$ cat config.mk
export PLATFORM = sky130hd
export DESIGN_NAME = shift_dispatch
export DESIGN_NICKNAME = d
export VERILOG_FILES = /design/src/rtl/shift_dispatch.sv
export SDC_FILE = /design/constraint.sdc
export NUM_CORES = 1
export LEC_CHECK = 0
export ABC_CLOCK_PERIOD_IN_PS = 6100
export CELL_PAD_IN_SITES_DETAIL_PLACEMENT = 0
export CELL_PAD_IN_SITES_GLOBAL_PLACEMENT = 2
export CORE_MARGIN = 5
export CORE_UTILIZATION = 40
export CTS_CLUSTER_DIAMETER = 100
export DETAILED_ROUTE_END_ITERATION = 16
export HOLD_SLACK_MARGIN = 0.03
export PLACE_DENSITY_LB_ADDON = 0.05
export SLEW_MARGIN = 20
export SYNTH_ARGS = -nofsm -noshare
export SYNTH_HDL_FRONTEND = slang
export SYNTH_SLANG_ARGS = --single-unit
export TNS_END_PERCENT = 50
$ cat constraint.sdc
create_clock -name clock -period 6.1 [get_ports clock]
set_input_delay 1.525 -clock clock [delete_from_list [all_inputs] [get_ports clock]]
set_output_delay 1.525 -clock clock [all_outputs]
set_load 0.02 [all_outputs]
$ cat src/rtl/shift_dispatch.sv
// shift_dispatch: issue stage that queues tagged shift ops, feeds an external barrel shifter and buffers its results
// Ports:
//   clock, reset_n        rising-edge clock, asynchronous active-low reset
//   flush                 synchronous clear of queued, in-flight and buffered results
//   in_valid/in_ready     operation handshake carrying in_x, in_s, in_left, in_log, in_tag
//   sh_x/sh_s/sh_left/sh_log  operands to the shifter (FIFO head, zero when empty)
//   sh_z                  shifter result, valid one cycle after its operands
//   out_valid/out_ready   result handshake carrying out_z, out_tag
//   count                 operand FIFO occupancy
module shift_dispatch #(
    parameter int DEPTH  = 4,
    parameter int TAG_W  = 4,
    parameter int RDEPTH = 2
) (
    input  logic                     clock,
    input  logic                     reset_n,
    input  logic                     flush,
    input  logic                     in_valid,
    output logic                     in_ready,
    input  logic [31:0]              in_x,
    input  logic [4:0]               in_s,
    input  logic                     in_left,
    input  logic                     in_log,
    input  logic [TAG_W-1:0]         in_tag,
    output logic [31:0]              sh_x,
    output logic [4:0]               sh_s,
    output logic                     sh_left,
    output logic                     sh_log,
    input  logic [31:0]              sh_z,
    output logic                     out_valid,
    input  logic                     out_ready,
    output logic [31:0]              out_z,
    output logic [TAG_W-1:0]         out_tag,
    output logic [$clog2(DEPTH):0]   count
);
    localparam int AW = $clog2(DEPTH);
    localparam int RW = $clog2(RDEPTH);

    logic [31:0]      r_x    [DEPTH];
    logic [4:0]       r_s    [DEPTH];
    logic             r_left [DEPTH];
    logic             r_log  [DEPTH];
    logic [TAG_W-1:0] r_tag  [DEPTH];
    logic [AW-1:0]    r_wp, r_rp;
    logic [AW:0]      r_count;
    logic             r_inflight;
    logic [TAG_W-1:0] r_iftag;
    logic [31:0]      r_rz [RDEPTH];
    logic [TAG_W-1:0] r_rt [RDEPTH];
    logic [RW-1:0]    r_rwp, r_rrp;
    logic [RW:0]      r_rcount;

    logic        w_push, w_has, w_rd, w_issue, w_cap;
    logic [RW+1:0] w_credit;

    assign w_has    = r_count != '0;
    assign in_ready = reset_n & ~flush & (r_count != (AW+1)'(DEPTH));
    assign w_push   = in_valid & in_ready;
    assign out_valid = r_rcount != '0;
    assign w_rd     = out_valid & out_ready;
    // A result leaving the buffer this cycle frees the slot the op issued now will need
    // two edges later, which is what sustains one op per cycle with only two entries.
    assign w_credit = (RW+2)'(r_rcount) + (RW+2)'(r_inflight) - (RW+2)'(w_rd);
    assign w_issue  = w_has & ~flush & (w_credit < (RW+2)'(RDEPTH));
    assign w_cap    = r_inflight & ~flush;

    assign sh_x    = w_has ? r_x[r_rp]    : '0;
    assign sh_s    = w_has ? r_s[r_rp]    : '0;
    assign sh_left = w_has ? r_left[r_rp] : 1'b0;
    assign sh_log  = w_has ? r_log[r_rp]  : 1'b0;
    assign out_z   = out_valid ? r_rz[r_rrp] : '0;
    assign out_tag = out_valid ? r_rt[r_rrp] : '0;
    assign count   = r_count;

    // Storage arrays need no reset: occupancy counters gate every read.
    always_ff @(posedge clock) begin
        if (w_push) begin
            r_x[r_wp]    <= in_x;
            r_s[r_wp]    <= in_s;
            r_left[r_wp] <= in_left;
            r_log[r_wp]  <= in_log;
            r_tag[r_wp]  <= in_tag;
        end
        if (w_cap) begin
            r_rz[r_rwp] <= sh_z;
            r_rt[r_rwp] <= r_iftag;
        end
    end

    always_ff @(posedge clock or negedge reset_n) begin
        if (!reset_n) begin
            r_wp       <= '0;
            r_rp       <= '0;
            r_count    <= '0;
            r_inflight <= 1'b0;
            r_iftag    <= '0;
            r_rwp      <= '0;
            r_rrp      <= '0;
            r_rcount   <= '0;
        end else if (flush) begin
            r_wp       <= '0;
            r_rp       <= '0;
            r_count    <= '0;
            r_inflight <= 1'b0;
            r_rwp      <= '0;
            r_rrp      <= '0;
            r_rcount   <= '0;
        end else begin
            r_wp       <= r_wp + AW'(w_push);
            r_rp       <= r_rp + AW'(w_issue);
            r_count    <= r_count + (AW+1)'(w_push) - (AW+1)'(w_issue);
            r_inflight <= w_issue;
            r_iftag    <= r_tag[r_rp];
            r_rwp      <= r_rwp + RW'(w_cap);
            r_rrp      <= r_rrp + RW'(w_rd);
            r_rcount   <= r_rcount + (RW+1)'(w_cap) - (RW+1)'(w_rd);
        end
    end
endmodule

== After elaboration in Yosys (flattened, before gate mapping) ==
Memories as Yosys holds them, arrays and structs flattened. A register that Yosys moved wholly into a read port is not among the register bits.
Cells that the tools add are included.

* Bits in registers: 12
* RAM bits: 244
* Bits of input ports: 80
* Output and inout bits: 80
* Word-level logic and storage cells: 55
* Memories: 7

* Add/subtract/negate cells: 10
* Order comparisons: 1
* Equal/unequal tests: 1
* Multiplexer cells: 17
* Bitwise operators: 8
* Reduce and logical (&&, ||, !) cells: 4

{| class="wikitable"
|+ Memories
! name !! depth !! width !! read ports !! clocked after Yosys merged registers in !! write ports !! line !! RTL
|-
| r_x || 4 || 32 || 1 || 0 || 1 || 39 || <nowiki>logic [31:0] r_x [DEPTH];</nowiki>
|-
| r_rz || 2 || 32 || 1 || 0 || 1 || 48 || <nowiki>logic [31:0] r_rz [RDEPTH];</nowiki>
|-
| r_s || 4 || 5 || 1 || 0 || 1 || 40 || <nowiki>logic [4:0] r_s [DEPTH];</nowiki>
|-
| r_tag || 4 || 4 || 1 || 1 || 1 || 43 || <nowiki>logic [TAG_W-1:0] r_tag [DEPTH];</nowiki>
|-
| r_rt || 2 || 4 || 1 || 0 || 1 || 49 || <nowiki>logic [TAG_W-1:0] r_rt [RDEPTH];</nowiki>
|-
| r_left || 4 || 1 || 1 || 0 || 1 || 41 || <nowiki>logic r_left [DEPTH];</nowiki>
|-
| 1 more memories || n/a || n/a || n/a || n/a || n/a || n/a ||
|}

{| class="wikitable"
|+ Operators by type and width
! operator !! number
|-
| two-way mux 32 bit || 2
|-
| two-way mux 1 bit || 9
|-
| AND 1 bit || 7
|-
| adder 2 x 1 -> 2 bit || 3
|-
| two-way mux 2 bit || 3
|-
| subtractor 3 x 1 -> 3 bit || 2
|-
| two-way mux 5 bit || 1
|-
| two-way mux 4 bit || 1
|-
| adder 2 x 1 -> 3 bit || 1
|-
| adder 3 x 1 -> 3 bit || 1
|-
| < comparator 3 x 2 -> 1 bit, second input constant || 1
|-
| two-way mux 3 bit || 1
|-
| inequality test 3 bit, second input constant || 1
|-
| nonzero test 3 bit || 1
|-
| adder 1 bit || 2
|-
| zero test 1 bit || 2
|-
| nonzero test 2 bit || 1
|-
| subtractor 2 x 1 -> 2 bit || 1
|-
| NOT 1 bit || 1
|}

== Longest topological paths before layout ==
Gate-level depths: netlist of the first run.

* Depth in word-level cells: 7
* Mapped depth: 14
* Gate-level depth less buffers: 14

== Worst setup path after synthesis of the first run ==
OpenSTA, ideal clock, no wires.

* Path type: input -> register
* Start point: input port flush
* End point: memory r_left[1] (enable)
* Library setup time: 506 ps
* Data arrival time: 5216 ps
* Required time: 5594 ps
* Setup slack: 379 ps
* Stages on the path: 3
* Buffers on the path: 0
* Path through: nand2b_1 > a211o_1 > nor3b_1

* Cells in the longest elaborated chain, start to end: 6

{| class="wikitable"
|+ Ends and longest elaborated chain
! what !! line !! RTL
|-
| from (decl) || 17 || <nowiki>input logic flush,</nowiki>
|-
| NOT 1 bit || 57 || <nowiki>assign in_ready = reset_n & ~flush & (r_count != (AW+1)'(DEPTH));</nowiki>
|-
| AND 1 bit (2 in a row) || 57 ||
|-
| AND 1 bit || 58 || <nowiki>assign w_push = in_valid & in_ready;</nowiki>
|-
| two-way mux 1 bit || 77 || <nowiki>if (w_push) begin</nowiki>
|-
| two-way mux 1 bit (not written as such) || 80 || <nowiki>r_left[r_wp] <= in_left;</nowiki>
|-
| to (decl) || 41 ||
|}

Every way passes these cells.

== Worst setup path in the final report of the first run ==
* Start point: input port reset_n
* End point: output port in_ready

* Cells in the longest elaborated chain, start to end: 2

{| class="wikitable"
|+ Ends and longest elaborated chain
! what !! line !! RTL
|-
| from (decl) || 16 || <nowiki>input logic reset_n,</nowiki>
|-
| AND 1 bit (2 in a row) || 57 ||
|-
| to (decl) || 19 || <nowiki>output logic in_ready,</nowiki>
|}

Every way passes these cells.

==> results.md, run 1 <==
* Status: finished clean
* CP arrival at 3.07 ns
* Core outline area at 25000 µm²
* Final period utilization at 75.3%
* Commonest non-fill, non-tap cells in the layout: edfxtp_1, clkdlybuf4s50_1, nor2_1, nor2b_1, mux2i_1
* Share of total power in combinational logic at 31.4%
* Most common cell after layout, fill and taps aside: edfxtp_1
* Hold EP: r_rt[0][3]
* Post-synth top area cell: edfxtp_1
* Slew HR at 38.0%
* Worst min path class: flop to flop
* Buffers added on ports at 159
* Chip height at 169 µm
* Area growth syn-to-layout at 28.0%
* CP peak stage delay at 0.62 ns
* Fin. max-slew vios at 0
* Int Pwr at 0.00375 W
* F_max at 218 MHz
* CP required at 4.58 ns
* Post-cts resize count at 0
* Initial drt markers at 224
* Clock Tree Buf Depth at 3
* Vias after detailed routing at 5018
* CTS clk-pin slew, worst paths at 0.06 ns
* Clock Sink Count at 260
* FP Rows at 58
* Hold Path Depth at 0
* Hold_buf cts at 0
* Clock Latency Late Sink at 0.53 ns
* Slew of the pin with the lowest slew margin at 0.930 ns
* Post-synthesis sequential area ratio at 76.6%
* Reg2Reg Setup Slack at 2.60 ns
* Crit-path cells: clkdlybuf4s50_1, buf_4, nand2b_1, a21oi_1, clkdlybuf4s50_1
* Synthesis-stage register bit count at 260
* Slowest CP cell: clkdlybuf4s50_1
* Count of yosys warnings during synthesis at 0
* Peak VDD IR at 0.281 mV
* Drt total wl at 19600 µm
* Reg2reg end: count[2]
* Clock share of power at 28.2%
* Largest cells by area after synthesis: edfxtp_1, mux4_2, dfrtp_1, mux2i_1, nor2b_1
* Clk_skew at 0.0135 ns
* Synthesized area per cell at 19.7 µm²
* Critical Path Source Type: primary input
* P_leak at 4.19 nW
* Kind of critical path: primary input to output pin
* Starting density of the core at 40.3%
* IO Pins at 160
* Total die area at 28500 µm²
* Final Wtd Congestion at 0.710
* Crit path buf inv count at 3
* Initial antenna violation count at 1
* R2R depth at 14
* Vias in the first global route at 5413
* H-tree depth at 1
* Register Area at 7740 µm²
* DR DRC count at 0
* Cell Count Post-Placement at 985
* R2r startpoint: r_rcount[1]
* Final HPWL DP at 11700 µm
* CTS buffer count at 28
* CP Capture Type: output pin
* Setup-failing EPs final at 0
* Total grt overflow at 0
* Die W at 169 µm
* Crit path top cell by count: clkdlybuf4s50_1
* Total power per unit cell area at 415 nW/µm²
* Root Buffer: clkbuf_16
* RSZ-0062 raised after global routing: false
* Switch share at 29.9%
* Routed Antenna Nets at 0
* Fin cells at 1036
* Pre-antenna DRT Iters at 4
* Total GRT Usage at 13.7%
* DR vias/cell at 4.84
* Layout cells sized above 1 at 13.2%
* Post-Synthesis Cells at 512
* CTS tree: yes
* Top cell type's share of synthesized area at 72.6%
* P_sw at 0.00160 W
* Sequential Power Share at 40.4%
* Tmin final at 4.59 ns
* Endpoints failing hold at 0
* Setup Buffers After CTS at 0
* Area of the multi-input gates at 2170 µm²
* NumNets Final at 777
* Average routed wire per standard cell at 18.9 µm
* First-pass GRT wire length at 30700 µm
* Top delay family on crit path: buffers and inverters
* Post-synth cell types at 28
* Post-Syn Nets at 603
* Top fanout value on the critical path at 17
* Netlist Area Pre-Place at 10100 µm²
* Fillers at 2090
* Max-cap violations at 0
* Post-route setup TNS at 0 ns
* Ant. Diodes at 0
* Worst hold start: r_iftag[3]
* Pin count of the biggest net entering global routing at 53
==> layer usage <==
layer | GRT usage (%) | vias up | routed length (µm)
met3 | 3.60 | 31 | 1220
met1 | 17.6 | 2517 | 8310
met4 | 3.49 | 2 | 444
met2 | 23.4 | 135 | 9560
li1 | - | 2333 | -
met5 | 0 | - | 7
==> flip-flops by register name, summed over array words and instances, names as in the netlist <==
register	cells
r_s	20
r_rrp	1
count	3
r_rcount	2
r_rwp	1
r_rp	2
r_inflight	1
r_x	128
r_log	4
r_wp	2
r_rt	8
r_left	4
r_tag	16
r_rz	64
r_iftag	4
==> synthesized netlist by cell type, drive strengths merged <==
master  number
nand2b       4
xor2         4
nand2        1
nor3         2
a211o        1
dfrtp       16
inv         14
o21ai        1
nor4b        2
mux2i       40
buf         18
a221oi       4
xnor2        4
nor2b       42
a211oi       4
nor3b        2
fa           2
clkbuf       6
and2b        5
ha           9
nor2        47
a21oi        1
edfxtp     244
mux4        39
==> per-stage QoR <==
step | total power, W | cell area (µm²) | hold slack, ns | utilization (%) | setup WS (ns)
global route | 0.00566 | 12900 | 0.493 | 51.6 | 1.40
finish | 0.00536 | 12900 | 0.472 | 51.6 | 1.51
CTS | 0.00545 | 12900 | 0.476 | 51.5 | 1.47
floorplan | 0.00320 | 10100 | 0.442 | - | 0.379
global placement | 0.00391 | 12100 | 0.459 | 48.2 | 1.33
detailed placement | 0.00391 | 12100 | 0.463 | 48.2 | 1.26
==> logic make-up after synthesis <==
group                    after synthesis  share of synthesized area [%]
flip-flops                           260                           76.6
adder cells (fa/ha/maj)               11                           1.51
multiplexers                          79                           12.7
XOR/XNOR                               8                          0.695
buffers and inverters                 38                           2.23
AO/OA/AOI/OAI                         11                          0.831
AND/OR/NAND/NOR                      105                           5.43
==> power groups by stage <==
stage	logic (W)	registers, W	clock network, W
floorplan	0.00109	0.00211	0
global placement	0.00165	0.00226	0
detailed placement	0.00165	0.00226	0
CTS	0.00166	0.00223	0.00156
global route	0.00182	0.00219	0.00164
finish	0.00168	0.00217	0.00151
==> cell type report <==
class,count,area share [%]
Clock buffer,36,5.66
Clock inverter,14,0.746
Inverter,14,0.407
Multi-Input combinational cell,214,16.8
Sequential cell,260,59.9
Tap cell,330,3.20
Timing Repair Buffer,168,13.2
==> worst max-delay path by stage <==
| stage | startpoint | end | slack [ns] | depth (start not counted) |
|---|---|---|---|---|
| after CTS | r_rp[0] | sh_x[4] | 1.47 | 3 |
| after global placement | out_ready | count[2] | 1.33 | 15 |
| final | reset_n | in_ready | 1.51 | 5 |
| after floorplan | flush | r_left[1] | 0.38 | 3 |
| after global routing | reset_n | in_ready | 1.40 | 5 |
| after detailed placement | out_ready | count[2] | 1.26 | 15 |
(Power assumes the default switching activity.)
==> inputs of run 2 (changes only) <==
ABC_CLOCK_PERIOD_IN_PS = 4200   (was 6100)
CORE_UTILIZATION = 36   (was 40)
clock period = 4.2 ns   (was 6.1 ns; I/O delays follow)
==> results.md, run 2 (synthesized netlist as in run 1, its figures left out) <==
* Clock Latency Late Sink at 0.54 ns
* Average routed wire per standard cell at 18.5 µm
* Busiest metal layer after global routing: met2
* Hold WS at 0.471 ns
* Total GRT Usage at 12.9%
* Peak VDD IR at 0.383 mV
* Fin cells at 1099
* Die W at 177 µm
* Post-cts resize count at 0
* FP Rows at 61
* Clk_skew at 0.0169 ns
* Worst hold start: r_iftag[1]
* Worst min path class: flop to flop
* Setup Buffers After CTS at 0
* Hold EP: r_rt[0][1]
* Total grt overflow at 0
* Buffers added on ports at 159
* CP Capture Type: output pin
* Routed Antenna Nets at 0
* Max reg flops at 128
* Final setup margin at 0.377 ns
* Critical Path Source Type: flop
* Top flop regs: r_x: 128 flops, r_rz: 64 flops, r_s: 20 flops
* H-tree depth at 1
* Met3 usage at 3.26%
* CP arrival at 2.77 ns
* Vias in the first global route at 5665
* Kind of critical path: flop to output pin
* Hold Path Depth at 0
* Status: finished clean
* DR DRC count at 0
* CTS clk-pin slew, worst paths at 0.06 ns
* Vias after detailed routing at 5089
* Ant. Diodes at 0
* F_max at 262 MHz
* CP required at 3.15 ns
* Initial drt markers at 286
* Total power per unit cell area at 611 nW/µm²
* Max-cap violations at 0
* CTS buffer count at 29
* First-pass GRT wire length at 31800 µm
* Top fanout value on the critical path at 26
* Area post-placement at 12300 µm²
* Register Area at 7730 µm²
* Final Wtd Congestion at 0.683
* Slew HR at 57.9%
* Cell Count Post-Placement at 1045
* Reg2reg end: count[2]
* Starting density of the core at 36.4%
* Core outline area at 27700 µm²
* P_leak at 4.30 nW
* CTS tree: yes
* Most common cell after layout, fill and taps aside: edfxtp_1
* Endpoints failing hold at 0
* Pin count of the biggest net entering global routing at 38
* Largest Register: r_x
* GR Util met1 at 15.7%
* DR vias/cell at 4.63
* Slew of the pin with the lowest slew margin at 0.632 ns
* Root Buffer: clkbuf_16
* Pre-antenna DRT Iters at 4
* Setup WS pre-CTS at -0.0482 ns
* Layout Cell Area excl Fill at 13200 µm²
* Total die area at 31500 µm²
* Clock Sink Count at 260
* IO Pins at 160
* Final HPWL DP at 12800 µm
* Tmin final at 3.82 ns
* Hold_buf cts at 0
* Fillers at 2368
* RSZ-0062 raised after global routing: false
* Setup-failing EPs final at 0
* Initial antenna violation count at 0
* Grt met2 use at 23.2%
* NumNets Final at 789
* Reg2Reg Setup Slack at 0.83 ns
* Area growth syn-to-layout at 30.6%
* Crit. Startpoint: r_rp[0]
* Layout cells sized above 1 at 15.0%
* Area of the multi-input gates at 2180 µm²
* Clock Tree Buf Depth at 3
* R2R depth at 15
* Drt total wl at 20300 µm
* Final period utilization at 91.0%
* R2r startpoint: r_rcount[1]
* Fin. max-slew vios at 0
* Commonest non-fill, non-tap cells in the layout: edfxtp_1, clkdlybuf4s50_1, nor2_1, nor2b_1, mux2i_1
* Post-route setup TNS at 0 ns
* Chip height at 177 µm
-- run 2: cell types whose count changed in the layout (fill, tap and decap cells not counted), moves of 2 or more --
| cell | change |
|---|---|
| clkbuf_1 | +5 |
| clkbuf_8 | +3 |
| buf_4 | +9 |
| nor3b_2 | -2 |
| buf_12 | +2 |
| nor3b_4 | +2 |
| clkinv_1 | -5 |
-- run 2: area by class of cell --
type                       instances  share of cell area (%)
sequential                       260                    58.7
multi-input combinational        214                    16.6
timing repair buffer             179                    13.8
clock buffer                      45                    6.20
tap                              378                    3.59
clock inverter                     9                   0.722
inverter                          14                   0.399
-- run 2: stage by stage --
step,power (W),util [%]
after CTS,0.00820,47.5
after global routing,0.00847,47.5
after floorplan,0.00465,-
after detailed placement,0.00578,44.2
after global placement,0.00577,44.2
final,0.00804,47.5
-- run 2: critical path: stages (launching register included) --
cell and delay (ns):
dfrtp_4 0.65, buf_12 0.29, mux4_2 0.53, and2b_1 0.18, clkdlybuf4s50_1 0.55
-- run 2: how the worst max path moves through the flow --
stage                     depth (start not counted)         to  slack (ns)
after floorplan                                   3  r_left[0]       -0.80
after global placement                           16   count[2]      -0.003
after detailed placement                         16   count[2]       -0.05
after CTS                                         4     sh_log        0.27
after global routing                              4     sh_log        0.19
final                                             4     sh_log        0.38
-- run 2: power by group --
group | leakage (nW) | internal (W) | switching [W]
Sequential | 2.41 | 0.00295 | 0.000145
Combinational | 1.45 | 0.00128 | 0.00128
Clock | 0.444 | 0.00145 | 0.000931
-- run 2: layer usage --
| metal | part of all wire [%] | vias to the layer above |
|---|---|---|
| met4 | 2.1 | 0 |
| met1 | 41 | 2550 |
| met2 | 51 | 140 |
| met5 | 0 | - |
| met3 | 6.4 | 33 |
| li1 | - | 2366 |
==> inputs of run 3 (changes only) <==
CELL_PAD_IN_SITES_DETAIL_PLACEMENT = default   (was 0)
CELL_PAD_IN_SITES_GLOBAL_PLACEMENT = default   (was 2)
CORE_ASPECT_RATIO = 0.6   (was default)
CORE_UTILIZATION = 48   (was 36)
==> results.md, run 3 (synthesized netlist as in run 1, its figures left out) <==
* Fillers at 1540
* Status: finished clean
* Worst hold start: r_iftag[3]
* Post-cts resize count at 0
* Largest Register: r_x
* Routed Antenna Nets at 0
* Pin count of the biggest net entering global routing at 42
* Chip height at 122 µm
* Crit-path cells: mux4_2, nor2b_1, clkdlybuf4s50_1
* Top delay family on crit path: flip-flops
* P_leak at 4.19 nW
* R2r startpoint: r_rcount[1]
* H-tree depth at 1
* Most common cell after layout, fill and taps aside: edfxtp_1
* DR DRC count at 0
* Commonest non-fill, non-tap cells in the layout: edfxtp_1, clkdlybuf4s50_1, nor2_1, nor2b_1, mux2i_1
* Total power per unit cell area at 593 nW/µm²
* Core outline area at 20800 µm²
* CTS clk-pin slew, worst paths at 0.07 ns
* Die W at 197 µm
* CP required at 3.15 ns
* Critical Path Source Type: flop
* FP Rows at 41
* Initial drt markers at 249
* Area growth syn-to-layout at 27.0%
* Layout cells sized above 1 at 13.8%
* Clock Sink Count at 260
* Pre-antenna DRT Iters at 4
* Max-cap violations at 0
* Area of the multi-input gates at 2180 µm²
* Final period utilization at 93.2%
* Register Area at 7730 µm²
* Clock Latency Late Sink at 0.50 ns
* Peak VDD IR at 0.412 mV
* Fin. max-slew vios at 0
* CP Capture Type: output pin
* Top fanout value on the critical path at 40
* NumNets Final at 784
* Crit path buf inv count at 1
* Final design utilization at 61.5%
* Starting density of the core at 48.4%
* DR vias/cell at 5.15
* Area post-placement at 12100 µm²
* Setup-failing EPs final at 0
* Tmin final at 3.91 ns
* F_max at 256 MHz
* CTS buffer count at 24
* IO Pins at 160
* CP arrival at 2.86 ns
* Worst min path class: flop to flop
* CP peak stage delay at 0.99 ns
* Vias after detailed routing at 5091
* Kind of critical path: flop to output pin
* Drt total wl at 19400 µm
* Hold_buf cts at 0
* Crit. Startpoint: r_rp[0]
* Slowest CP cell: dfrtp_4
* CTS tree: yes
* Total GRT Usage at 16.5%
* Root Buffer: clkbuf_16
* RSZ-0062 raised after global routing: false
* Average routed wire per standard cell at 19.7 µm
* Initial antenna violation count at 0
* Max reg flops at 128
* Buffers added on ports at 159
* Clk_skew at 0.0115 ns
* Endpoints failing hold at 0
* Setup Buffers After CTS at 0
* Top flop regs: r_x: 128 flops, r_rz: 64 flops, r_s: 20 flops
* Vias in the first global route at 5528
* Clock Tree Buf Depth at 3
* Final Wtd Congestion at 0.727
* Layout Cell Area excl Fill at 12800 µm²
* Slew HR at 43.4%
* Ant. Diodes at 0
* Hold WS at 0.472 ns
* Total die area at 24100 µm²
* Final HPWL DP at 12500 µm
* Slew of the pin with the lowest slew margin at 0.850 ns
* Total grt overflow at 0
* First-pass GRT wire length at 30700 µm
[run 3: per-stage QoR]
step / setup WS, ns / power [W] / cells / setup TNS (ns)
floorplan: -0.796 / 0.00465 / 512 / -34.22
global placement: -0.0104 / 0.00566 / 946 / -0.0104
detailed placement: -0.0549 / 0.00569 / 946 / -0.0549
CTS: 0.181 / 0.00772 / 989 / 0
global route: 0.0704 / 0.00802 / 989 / 0
finish: 0.287 / 0.00760 / 989 / 0
[run 3: final cells by class]
type	instances	area share [%]
multi-input combinational	214	17.0
inverter	14	0.410
timing repair buffer	179	13.8
clock inverter	12	0.577
clock buffer	31	5.06
sequential	260	60.4
tap	279	2.73
[run 3: where the power goes]
part           internal (W)  switching [W]  total [W]
clock               0.00114       0.000857    0.00200
sequential          0.00295       0.000182    0.00313
combinational       0.00123        0.00124    0.00247
total               0.00532        0.00228    0.00760
[run 3: worst paths after layout]
path                                    end  slack (ns)  depth (start not counted)
min in group asynchronous       r_rcount[0]        0.91                          2
worst max register to register     count[2]        0.78                         14
max in group asynchronous             r_rrp        3.07                          2
worst max-delay path               sh_x[12]        0.29                          3
worst min register to register   r_rt[0][3]        0.47                          0
worst min-delay path             r_rt[0][3]        0.47                          0
[run 3: routing by layer]
metal	track usage (%)	vias to the layer above	part of all wire [%]
met5	0	-	0
met4	3.38	0	1.3
met3	3.84	20	5.3
met2	25.4	119	47
met1	24.5	2607	47
li1	-	2345	-
